===== src/rtl/proc_ctrl.sv =====
// proc_ctrl: time-step sequencer for the 16-bit simple processor.
// Latches IIIXXXYYY from DIN in T0, then drives one-hot register enables,
// bus selects and ALU controls across T1..T3. It pulses Done on the last step.
module proc_ctrl (
  input  logic        Clock,
  input  logic        Resetn,
  input  logic        Run,
  input  logic [15:0] DIN,
  output logic [8:0]  IR,
  output logic [1:0]  Tstep,
  output logic        IRin,
  output logic [7:0]  Rin,
  output logic [7:0]  Rout,
  output logic        DINout,
  output logic        Gout,
  output logic        Ain,
  output logic        Gin,
  output logic        AddSub,
  output logic        Done
);

  typedef enum logic [1:0] {T0 = 2'd0, T1 = 2'd1, T2 = 2'd2, T3 = 2'd3} tstep_e;

  localparam logic [2:0] OP_MV  = 3'b000;
  localparam logic [2:0] OP_MVI = 3'b001;

  tstep_e     tstep_q, tstep_d;
  logic [8:0] ir_q, ir_d;

  logic [2:0] op, rx, ry;
  logic       is_alu;

  // Only the low nine bits of DIN form an instruction. The upper bits are immediate data for the datapath.
  logic unused_din;
  assign unused_din = ^DIN[15:9];

  assign op     = ir_q[8:6];
  assign rx     = ir_q[5:3];
  assign ry     = ir_q[2:0];
  assign is_alu = (op[2:1] == 2'b01);

  // Control decode per time step. Every output is gated off while reset is held.
  always_comb begin
    IRin   = 1'b0;
    Rin    = '0;
    Rout   = '0;
    DINout = 1'b0;
    Gout   = 1'b0;
    Ain    = 1'b0;
    Gin    = 1'b0;
    AddSub = 1'b0;
    Done   = 1'b0;
    unique case (tstep_q)
      T0: IRin = Run;
      T1: begin
        if (op == OP_MV) begin
          Rout[ry] = 1'b1;
          Rin[rx]  = 1'b1;
          Done     = 1'b1;
        end else if (op == OP_MVI) begin
          DINout  = 1'b1;
          Rin[rx] = 1'b1;
          Done    = 1'b1;
        end else if (is_alu) begin
          Rout[rx] = 1'b1;
          Ain      = 1'b1;
        end else begin
          Done = 1'b1;  // reserved opcodes retire as a NOP
        end
      end
      T2: begin
        if (is_alu) begin
          Rout[ry] = 1'b1;
          Gin      = 1'b1;
          AddSub   = op[0];
        end
      end
      T3: begin
        // Only add/sub get here. Done is unconditional so the counter can never wrap.
        Done = 1'b1;
        if (is_alu) begin
          Gout    = 1'b1;
          Rin[rx] = 1'b1;
        end
      end
      default: ;
    endcase
    if (!Resetn) begin
      IRin   = 1'b0;
      Rin    = '0;
      Rout   = '0;
      DINout = 1'b0;
      Gout   = 1'b0;
      Ain    = 1'b0;
      Gin    = 1'b0;
      AddSub = 1'b0;
      Done   = 1'b0;
    end
  end

  // Next step: T0 waits for Run, Done returns to T0, anything else advances.
  always_comb begin
    tstep_d = tstep_q;
    if (tstep_q == T0) tstep_d = Run ? T1 : T0;
    else if (Done)     tstep_d = T0;
    else               tstep_d = tstep_e'(tstep_q + 2'd1);
  end

  // The IR captures the instruction on the T0 edge that accepts Run.
  always_comb begin
    ir_d = ir_q;
    if (IRin) ir_d = DIN[8:0];
  end

  // Step counter and instruction register. Both clear asynchronously.
  always_ff @(posedge Clock or negedge Resetn) begin
    if (!Resetn) begin
      tstep_q <= T0;
      ir_q    <= '0;
    end else begin
      tstep_q <= tstep_d;
      ir_q    <= ir_d;
    end
  end

  assign IR    = ir_q;
  assign Tstep = tstep_q;

endmodule


===== config.mk =====
export PLATFORM = sky130hd
export DESIGN_NAME = proc_ctrl
export DESIGN_NICKNAME = d
export VERILOG_FILES = /design/src/rtl/proc_ctrl.sv
export SDC_FILE = /design/constraint.sdc
export NUM_CORES = 1
export LEC_CHECK = 0
export BUFFER_PORTS_ARGS = -buffer_cell sky130_fd_sc_hd__buf_2
export CAP_MARGIN = 20
export CORE_UTILIZATION = 45
export CTS_CLUSTER_DIAMETER = 30
export DETAILED_ROUTE_END_ITERATION = 10
export PLACE_DENSITY_LB_ADDON = 0.1
export RECOVER_POWER = 100
export SKIP_CTS_REPAIR_TIMING = 1
export SLEW_MARGIN = 20
export SYNTH_ARGS = -nofsm -noshare
export SYNTH_HDL_FRONTEND = slang
export SYNTH_SLANG_ARGS = --single-unit

===== constraint.sdc =====
create_clock -name Clock -period 2.15 [get_ports Clock]
set_clock_uncertainty 0.05 [all_clocks]
set_input_delay 0.1075 -clock Clock [delete_from_list [all_inputs] [get_ports Clock]]
set_output_delay 0.1075 -clock Clock [all_outputs]
set_load 0.01 [all_outputs]

Word-level counts from Yosys, hierarchy flattened:

Index checks and enable logic that the tools add are counted.

* register bits after elaboration: 11
* output and inout port bits: 34
* input bits: 19

* $add $sub $neg: 1
* muxes and demuxes: 40
* reduce and logical (&&, ||, !) cells: 4
* order comparisons: 4
* equal/unequal tests: 5

Operators with widths (count)
* two-way mux 8 bit: 8
* one-hot mux 8 bit (2 select lines): 2
* two-way mux 1 bit: 25
* less-than comparator 3 x 4 -> 1 bit (second input constant): 2
* demux 1 bit (select 3 bit): 2
* greater-or-equal comparator 3 x 1 -> 1 bit (second input constant): 2
* equality test 2 x 1 -> 1 bit (second input constant): 2
* equality test 2 bit (second input constant): 2
* two-way mux 2 bit: 2
* equality test 3 x 1 -> 1 bit (second input constant): 1
* zero test 3 bit: 1
* adder 2 x 1 -> 2 bit (second input constant): 1
* logical AND 1 bit: 2
* zero test 2 bit: 1
* one-hot mux 1 bit (2 select lines): 1

Depth between registers and ports, before layout:

Gate-level depths: netlist (run 1).

* depth after elaboration: 9
* gate-level depth with buffers: 5
* gate-level depth less buffers: 5

Worst setup path after synthesis (run 1):

Ideal clock, no wire load.

* path kind: reg2out
* start point: register tstep_q[0], in the netlist Tstep[0]
* end point: output Rout[2]
* cell stages (with the launch flop): 6
* data required time: 1.992 ns
* arrival: 1.563 ns
* path buffers: 0
* setup slack: 0.430 ns
* cell sequence: dfrtp_1 > inv_1 > ha_1 > and3b_4 > a22oi_2 > o32ai_1

* cells in the longest elaborated chain, start to end: 3
* elaborated cells between the ends (all ways): 4
* those cells by class: eq/ne (2); mux (2)

RTL lines
* start, declared: RTL line 27 `tstep_e tstep_q, tstep_d;`
* start signal, assigned: RTL line 121 `tstep_q <= tstep_d;`
* equality test 2 bit or equality test 2 x 1 -> 1 bit (tied branches): RTL line 53 `unique case (tstep_q)`
* one-hot mux 8 bit (2 select lines) *: RTL line 53
* two-way mux 8 bit *: RTL line 88 `if (!Resetn) begin`
* end, declared: RTL line 13 `output logic [7:0] Rout,`

Every way passes the cells marked *; elsewhere a longest branch is shown, timed or not.

Worst setup path after layout (run 1):

Ends and elaborated chain as after synthesis.

==> metrics.txt, run 1 <==
Critical Path AT approximately 1.9 ns; initial drt markers 11; Nets ~170; GRT overflow 0; Core Region roughly 1800 µm²; io pins 53; Synth Cell Area approximately 870 µm²; fin area roughly 1200 µm²; Synth-to-Final Area Change 36.1%; sequential element share of the synthesized area 0.315; routability cong. 0.761; Die H 46.1 µm; critical path class register to output pin; Synth area leader dfrtp_1; switching share of total power 0.454; Vias 875; Max Cap Viol 0; hold-critical path depth 2; share of cells above drive strength 1 0.497; Yosys top cell area share 0.315; crit end category output pin; antenna cells 0; Synthesis Warnings 0; commonest cells after routing, fill and taps aside buf_2, dfrtp_1, mux2_2, nor2_1, inv_1; Leakage 0.624 nW; Async SR Flop Fraction 1.00; minimum clock period 2.01 ns; drt first pass iters 4; RSZ-0062 raised after global routing false; clk buf depth 2; final core utilization 0.674; Fmax roughly 500 MHz; CTS tree done; vias per std cell 5.21; NetSw 0.639 mW; Port Buffer Count 45; die area 2120 µm²; reg2reg start Tstep[0]$_DFF_PN0_; pwr dens 1180 nW/µm²; EDFF count, synth 0; Worst R2R Setup Slack 0.69 ns; Tightest Pin Transition between 0.4 and 0.5 ns; Reg2Reg Depth 4; Comb pwr share 0.534; Hold Path End IR[1]$_DFFE_PN0P_; final total power 1.41 mW; antenna violations before repair 0; largest net degree at the start of global routing 20; Initial Util 0.495; max-slew violations 0; Peak VDD IR between 700 and 800 µV; status finished clean; routed wire length per instance ~12 µm; Remaining DRCs 0; Sink Count 11; Hold Path Class input port to register; clock latency at the later pin of the worst-skew pair 0.26 ns; Period Utilization, post-route 0.935; vias in the first global route 714; commonest non-fill, non-tap cell in the layout buf_2; Total GRT Usage 0.203; Clock Root Buffer clkbuf_4; cell-internal power 0.769 mW; cts bufs inserted 3; Clk pin slew, worst setup/hold paths 0.07 ns; synth top area cells dfrtp_1, mux2_2, ha_1, o32ai_1, nor2_1; Setup crit start kind register; Final Hold Fails 0; setup TNS 0 ns; reg2reg end IR[8]$_DFFE_PN0P_; clock share of power 0.097; Std-Cell Rows 15; hold slack 0.0280 ns; FF+latch count, synth 11; Die Wd 46.1 µm; H-tree depth 1; Avg Inst Size Synth 9.49 µm²; crit-path max FO 5; ys flop type dfrtp_1; Critical Path RT 1.99 ns; final setup fails 0; Synth Net Count 116; Distinct cells, synth 36; Post-DRT Antenna Nets 0; Seq pwr share 0.370; Post-Place Cell Area 1110 µm²; Rel. slew slack 0.730; HPWL Detailed ~1.6 mm; Total Wirelength 2.08 mm; Mapped Cells 92; HP Start DIN[1]; first-pass GRT wire length 3.13 mm
==> power groups by stage <==
stage	clock network [mW]	logic, mW	registers [mW]
2_1_floorplan	0	0.478	0.496
6_report	0.136	0.751	0.520
3_3_place_gp	0	0.669	0.510
5_1_grt	0.150	0.830	0.546
4_1_cts	0.142	0.686	0.520
3_5_place_dp	0	0.682	0.525
==> layer usage <==
| metal | vias to the layer above | GRT usage | part of all wire |
|---|---|---|---|
| li1 | 441 | - | - |
| met1 | 416 | 0.308 | 0.46 |
| met2 | 18 | 0.304 | 0.52 |
| met3 | 0 | 0.0235 | 0.026 |
| met4 | 0 | 0.0529 | 0 |
| met5 | - | 0 | 0 |
==> metrics by stage <==
stage               worst slack [ns]  cells
global route                 0.00269    168
floorplan                      0.430     92
detailed placement             0.364    160
global placement               0.407    160
finish                         0.140    168
CTS                           0.0585    164
==> cells in the mapped netlist, types with 2 or more instances <==
cell       n
and4b_1    3
nor2_1     9
nand3b_1   2
nand2b_1   3
nor2b_1    2
inv_1      6
ha_1       5
nand3_1    5
o22ai_1    2
mux2_2    10
a21oi_1    2
o32ai_1    4
dfrtp_1   11
nand2_1    5
and3_1     2
==> critical path, stage by stage (launching register included) <==
cell and delay (ns):
dfrtp_1 0.39, inv_1 0.12, ha_4 0.30, and3b_4 0.23, a22oi_2 0.10, o32ai_1 0.27
buf_2 0.17
==> registers in the layout, summed over array words and instances (netlist names) <==
name	cells
Tstep	2
IR	9
==> worst max-delay path by stage <==
| stage | from | depth (start not counted) | end | slack [ns] |
|---|---|---|---|---|
| 2_1_floorplan | Tstep[0]$_DFF_PN0_ | 5 | Rout[2] | 0.43 |
| 3_3_place_gp | Tstep[1]$_DFF_PN0_ | 6 | Rout[2] | 0.41 |
| 3_5_place_dp | Tstep[0]$_DFF_PN0_ | 6 | Rout[2] | 0.36 |
| 4_1_cts | Tstep[0]$_DFF_PN0_ | 6 | Rout[2] | 0.06 |
| 5_1_grt | Tstep[0]$_DFF_PN0_ | 6 | Rout[2] | 0.003 |
| 6_report | Tstep[0]$_DFF_PN0_ | 6 | Rout[2] | 0.14 |
==> cells by family after synthesis <==
family / after synthesis / synth area share
adders and majority gates: 5 / 0.0716
and+or+nand+nor: 44 / 0.311
muxes: 10 / 0.129
DFF: 11 / 0.315
buffers and inverters: 8 / 0.0430
AOI/OAI and AO/OA: 14 / 0.130
==> cell type report <==
cell class | count | area, µm²
Timing Repair Buffer | 49 | 258
Clock buffer | 4 | 26.3
Sequential cell | 11 | 275
Multi-Input combinational cell | 73 | 576
Inverter | 6 | 22.5
Tap cell | 25 | 31.3
Fill cell | 149 | 576
(Power assumes the default switching activity.)
==> run 2, diff against run 1 <==
Settings changed: BUFFER_PORTS_ARGS -buffer_cell sky130_fd_sc_hd__buf_2 to default, CORE_UTILIZATION 45 to 50, CTS_CLUSTER_DIAMETER 30 to default, DONT_BUFFER_PORTS from default to 1.
==> metrics.txt, run 2 (same netlist as run 1, synthesis figures left out) <==
status finished with violations; failing checks design-rule violations; Clk pin slew, worst setup/hold paths 0.07 ns (about the same); largest net degree at the start of global routing 20 (unchanged); setup TNS 0 ns (unchanged); Rel. slew slack 0.678 (-0.0515); Initial Util 0.554 (+0.0589); DP Worst Slack 0.254 ns (-0.110 ns); clock latency at the later pin of the worst-skew pair 0.26 ns (about the same); Fmax 476 MHz (-4.3%); Setup crit start kind register; reg2reg start Tstep[0]$_DFF_PN0_; HPWL Detailed 1.40 mm (-15%); antenna cells 0 (unchanged); Tightest Pin Transition 0.481 ns (+0.0757 ns); Reg2Reg Depth 4 (unchanged); Port Buffer Count 0 (-100%); GRT overflow 0 (unchanged); Core Region 1580 µm² (-11%); PnR worst setup slack 0.0499 ns (-0.0900 ns); minimum clock period 2.10 ns (+0.0900 ns); clk buf depth 2 (unchanged); max-slew violations 0 (unchanged); Critical Path RT 1.99 ns (about the same); vias in the first global route 646 (-9.5%); vias per std cell 6.30 (+21%); Hold Path End Tstep[1]$_DFF_PN0_; first-pass GRT wire length 2.87 mm (-8.2%); Period Utilization, post-route 0.977 (+0.0419); Leakage 0.434 nW (-30%); Multi-input gate area 576 µm² (unchanged); CTS tree done; initial drt markers 20 (+9); Total GRT Usage 0.205 (+0.00175); Vias 762 (-13%); Std-Cell Rows 14 (-1); Clock Root Buffer clkbuf_4; H-tree depth 1 (unchanged); Die Wd 43.8 µm (-4.9%); Post-DRT Antenna Nets 0 (unchanged); Critical Path AT 1.94 ns (+0.09 ns); antenna violations before repair 0 (unchanged); die area 1920 µm² (-9.6%); Max Cap Viol 0 (unchanged); Worst R2R Setup Slack 0.62 ns (-0.07 ns); Peak VDD IR 924 µV (+19%); commonest non-fill, non-tap cell in the layout dlygate4sd3_1; reg2reg end IR[5]$_DFFE_PN0P_; Crit. Startpoint Tstep[0]$_DFF_PN0_; routability cong. 0.762 (+0.16%); crit end category output pin; Remaining DRCs 2 (+2); cts bufs inserted 3 (unchanged); pwr dens 1220 nW/µm² (+2.9%); share of cells above drive strength 1 0.238 (-0.258); io pins 53 (unchanged); Hold Path Class input port to register; routed wire length per instance 16.8 µm (+35%); RSZ-0062 raised after global routing true; max FFs per register 9 (unchanged); critical path class register to output pin; drt first pass iters 7 (+3); Sink Count 11 (unchanged); Nets 130 (-23%); HP Start Resetn; Filler cells 141 (-5.4%); Die H 43.8 µm (-4.9%); final setup fails 0 (unchanged); commonest cells after routing, fill and taps aside dlygate4sd3_1, mux2_2, dfrtp_1, nor2_1, inv_1; Total Wirelength 2.03 mm (-2.5%); Final Hold Fails 0 (unchanged); storage element area 278 µm² (+0.91%); Synth-to-Final Area Change 18.2%; hold-critical path depth 2 (unchanged); crit-path max FO 5 (unchanged)
==> run 2: layer usage <==
| layer | track usage | up-vias | part of all wire |
|---|---|---|---|
| met2 | 0.316 | 30 | 0.52 |
| li1 | - | 366 | - |
| met4 | 0.0938 | 0 | 0.011 |
| met3 | 0.0375 | 4 | 0.055 |
| met5 | 0 | - | 0 |
| met1 | 0.278 | 362 | 0.42 |
==> run 2: report_power, final <==
group	switching, mW	internal (mW)	leakage (nW)	total [mW]
Combinational	0.262	0.265	0.290	0.527
Sequential	0.287	0.308	0.129	0.595
Clock	0.0647	0.0717	0.0150	0.136
Total	0.614	0.644	0.434	1.26
==> run 2: layout make-up <==
type | instances | area share
inverters | 6 | 0.0218
clock buffers | 4 | 0.0255
repair buffers | 11 | 0.107
flip-flops and latches | 11 | 0.269
well taps | 16 | 0.0194
multi-input cells | 73 | 0.558
==> run 2: per-stage QoR <==
stage | area, µm² | cells | power, mW | hold WS (ns) | utilization
final | 1030 | 121 | 1.26 | 0.0366 | 0.655
after global routing | 1030 | 121 | 1.36 | 0.0335 | 0.655
after CTS | 905 | 110 | 1.21 | -0.522 | 0.574
after detailed placement | 878 | 106 | 1.08 | -0.238 | 0.557
after global placement | 878 | 106 | 1.06 | -0.238 | 0.557
after floorplan | 873 | 92 | 0.974 | -0.238 | -
==> run 2: worst max-delay path, stage by stage, from the launching register on <==
cell      delay (ns)
dfrtp_2         0.42
inv_1           0.09
ha_1            0.37
and3b_4         0.26
o211ai_2        0.11
o32ai_1         0.44
==> run 2: worst max path at each step <==
stage	end	slack, ns	cells past startpoint
6_report	Rout[1]	0.05	5
4_1_cts	Rout[6]	-0.04	5
5_1_grt	Rout[1]	-0.03	5
3_3_place_gp	Rout[6]	0.29	5
2_1_floorplan	Rout[2]	0.43	5
3_5_place_dp	Rout[6]	0.25	5
==> run 3, diff against run 2 <==
Settings changed: ABC_AREA from default to 1, CORE_UTILIZATION 50 to 45.
==> metrics.txt, run 3 <==
Total GRT Usage 0.219 (+0.0144); clock latency at the later pin of the worst-skew pair 0.27 ns (about the same); Worst Path Buf+Inv 1 (unchanged); antenna cells 0 (unchanged); Leakage 0.451 nW (+3.8%); GRT overflow 0 (unchanged); Remaining DRCs 0 (-2); count leader, synth nand2_1; commonest cells after routing, fill and taps aside nand2_1, nand3_1, o21ai_0, inv_1; Nets 183 (+41%); pwr dens 1300 nW/µm² (+6.5%); Clock Root Buffer clkbuf_4; vias in the first global route 875 (+35%); Synth area leader dfrtp_1; routability cong. 0.903 (+18%); delay of the slowest cell on the worst path 0.46 ns (+0.02 ns); Synth Net Count 172 (+48%); Synthesis Warnings 0 (unchanged); clk buf depth 2 (unchanged); first-pass GRT wire length 4.16 mm (+45%); Total Wirelength 2.59 mm (+28%); area share of and/or/nand/nor cells after synthesis 0.400 (+0.0894); Yosys top cell area share 0.281 (-0.0339); ys flop type dfrtp_1; Async SR Flop Fraction 1.00 (unchanged); cts bufs inserted 3 (unchanged); Mapped Cells 148 (+61%); Clk pin slew, worst setup/hold paths 0.08 ns (about the same); io pins 53 (unchanged); final setup fails 0 (unchanged); crit end category output pin; Sink Count 11 (unchanged); setup TNS 0 ns (unchanged); max-slew violations 0 (unchanged); Tightest Pin Transition 0.559 ns (+0.0779 ns); Post-Synth Adder-Cell Area 0.0639 (-0.00769); Synth-to-Final Area Change 14.6%; Setup crit start kind register; status finished clean; die area 2360 µm² (+23%); Period Utilization, post-route 0.911 (-0.0662); Avg Inst Size Synth 6.61 µm² (-30%); RSZ-0062 raised after global routing false; Max Cap Viol 0 (unchanged); FF+latch count, synth 11 (unchanged); final total power 1.45 mW (+16%); Slowest-stage cell, CP dfrtp_1; largest family of logic cells by synthesized area simple AND/OR/NAND/NOR gates; H-tree depth 1 (unchanged); Core Region 2000 µm² (+27%); Die Wd 48.6 µm (+11%); Hold Path Class input port to register; largest net degree at the start of global routing 20 (unchanged); minimum clock period 1.96 ns (-0.142 ns); Port Buffer Count 0 (unchanged); EDFF count, synth 0 (unchanged); commonest non-fill, non-tap cell in the layout nand2_1; mux cell area share after synthesis 0 (-0.129); CTS tree done; Vias 1034 (+36%); Std-Cell Rows 16 (+2); Initial Util 0.489 (-0.0652); Rel. slew slack 0.626 (-0.0521); synth top area cells dfrtp_1, nand3_1, nand2_1, o21ai_0, ha_1; drt first pass iters 4 (-3); Die H 48.6 µm (+11%); Peak VDD IR 740 µV (-20%); Top Family by Delay on Critical Path simple AND/OR/NAND/NOR gates; routed wire length per instance 14.0 µm (-16%); Distinct cells, synth 22 (-39%); antenna violations before repair 0 (unchanged); cell breakdown of the critical path inv_1, ha_1, nand2_1, nor2_1, nor2_4, nor4_1; max FFs per register 9 (unchanged); sequential element share of the synthesized area 0.281 (-0.0339); complex-gate fraction of the synthesized area 0.136 (+0.00518); Post-synth top cells nand2_1, nand3_1, o21ai_0; Critical Path AT 1.80 ns (-0.14 ns); Post-DRT Antenna Nets 0 (unchanged); Synth Cell Area 978 µm² (+12%); Filler cells 209 (+48%); Final Hold Fails 0 (unchanged); Critical Path RT 1.99 ns (about the same); critical path class register to output pin; crit-path max FO 8 (+3); Fmax 511 MHz (+7.3%); vias per std cell 5.59 (-11%); XOR/XNOR share of the synthesized area 0 (unchanged); initial drt markers 42 (+110%); HPWL Detailed 1.79 mm (+28%); share of cells above drive strength 1 0.0886 (-0.149)
[run 3: cell count changes after synthesis, moves of 4 or more]
cell / delta
buf_2: +6
a21oi_1: +8
o32ai_1: -4
nand3_1: +17
mux2_2: -10
o21ai_0: +15
nand2_1: +22
inv_1: +6
nand4_1: +7
[run 3: cell type report]
type                            count  area, µm²  share of cell area
Clock buffer                        4       26.3              0.0234
Inverter                           18       67.6              0.0603
Multi-Input combinational cell    111        589               0.526
Sequential cell                    11        275               0.246
Tap cell                           27       33.8              0.0301
Timing Repair Buffer               14        129               0.115
[run 3: per-layer routing]
layer,part of all wire,GRT usage,wire length (µm)
met5,0,0,0
met4,0.0066,0.0441,17
met3,0.065,0.0346,169
met2,0.45,0.319,1180
met1,0.47,0.337,1230
[run 3: power by group]
| part | total, mW | internal (mW) | switching (mW) |
|---|---|---|---|
| Sequential | 0.551 | 0.302 | 0.249 |
| Clock | 0.148 | 0.0718 | 0.0763 |
| Combinational | 0.756 | 0.228 | 0.528 |
[run 3: worst register-to-register path: cells and delay by family, from the launching register on]
family,cells,cell delay (ns)
adders and majority gates,1,0.18
AOI/OAI and AO/OA,1,0.42
and+or+nand+nor,2,0.19
DFF,1,0.46
buffers and inverters,1,0.11
[run 3: final timing paths]
| check | start | end | slack, ns | depth (start not counted) |
|---|---|---|---|---|
| worst max register to register | Tstep[1]$_DFF_PN0_ | Tstep[1]$_DFF_PN0_ | 0.62 | 5 |
| worst max-delay path | Tstep[1]$_DFF_PN0_ | Rin[1] | 0.19 | 6 |
| max in group asynchronous | Resetn | IR[1]$_DFFE_PN0P_ | 1.47 | 1 |
| worst min-delay path | Resetn | Tstep[1]$_DFF_PN0_ | 0.12 | 3 |
| min in group asynchronous | Resetn | IR[6]$_DFFE_PN0P_ | 0.21 | 1 |
| worst min register to register | IR[8]$_DFFE_PN0P_ | IR[8]$_DFFE_PN0P_ | 0.62 | 2 |
[run 3: cell families after synthesis]
group                    count (synthesis)
adder cells (fa/ha/maj)                  5
AND/OR/NAND/NOR                         80
flip-flops                              11
buffers and inverters                   26
AO/OA/AOI/OAI                           26
[run 3: per-stage QoR]
step | hold WS (ns) | std cells | utilization | setup slack (ns) | instance area [µm²]
after floorplan | -0.238 | 148 | - | 0.540 | 978
after global placement | -0.238 | 170 | 0.493 | 0.531 | 986
after detailed placement | -0.238 | 170 | 0.493 | 0.494 | 986
after CTS | -0.537 | 174 | 0.506 | 0.188 | 1010
after global routing | 0.162 | 185 | 0.560 | 0.0189 | 1120
final | 0.124 | 185 | 0.560 | 0.192 | 1120
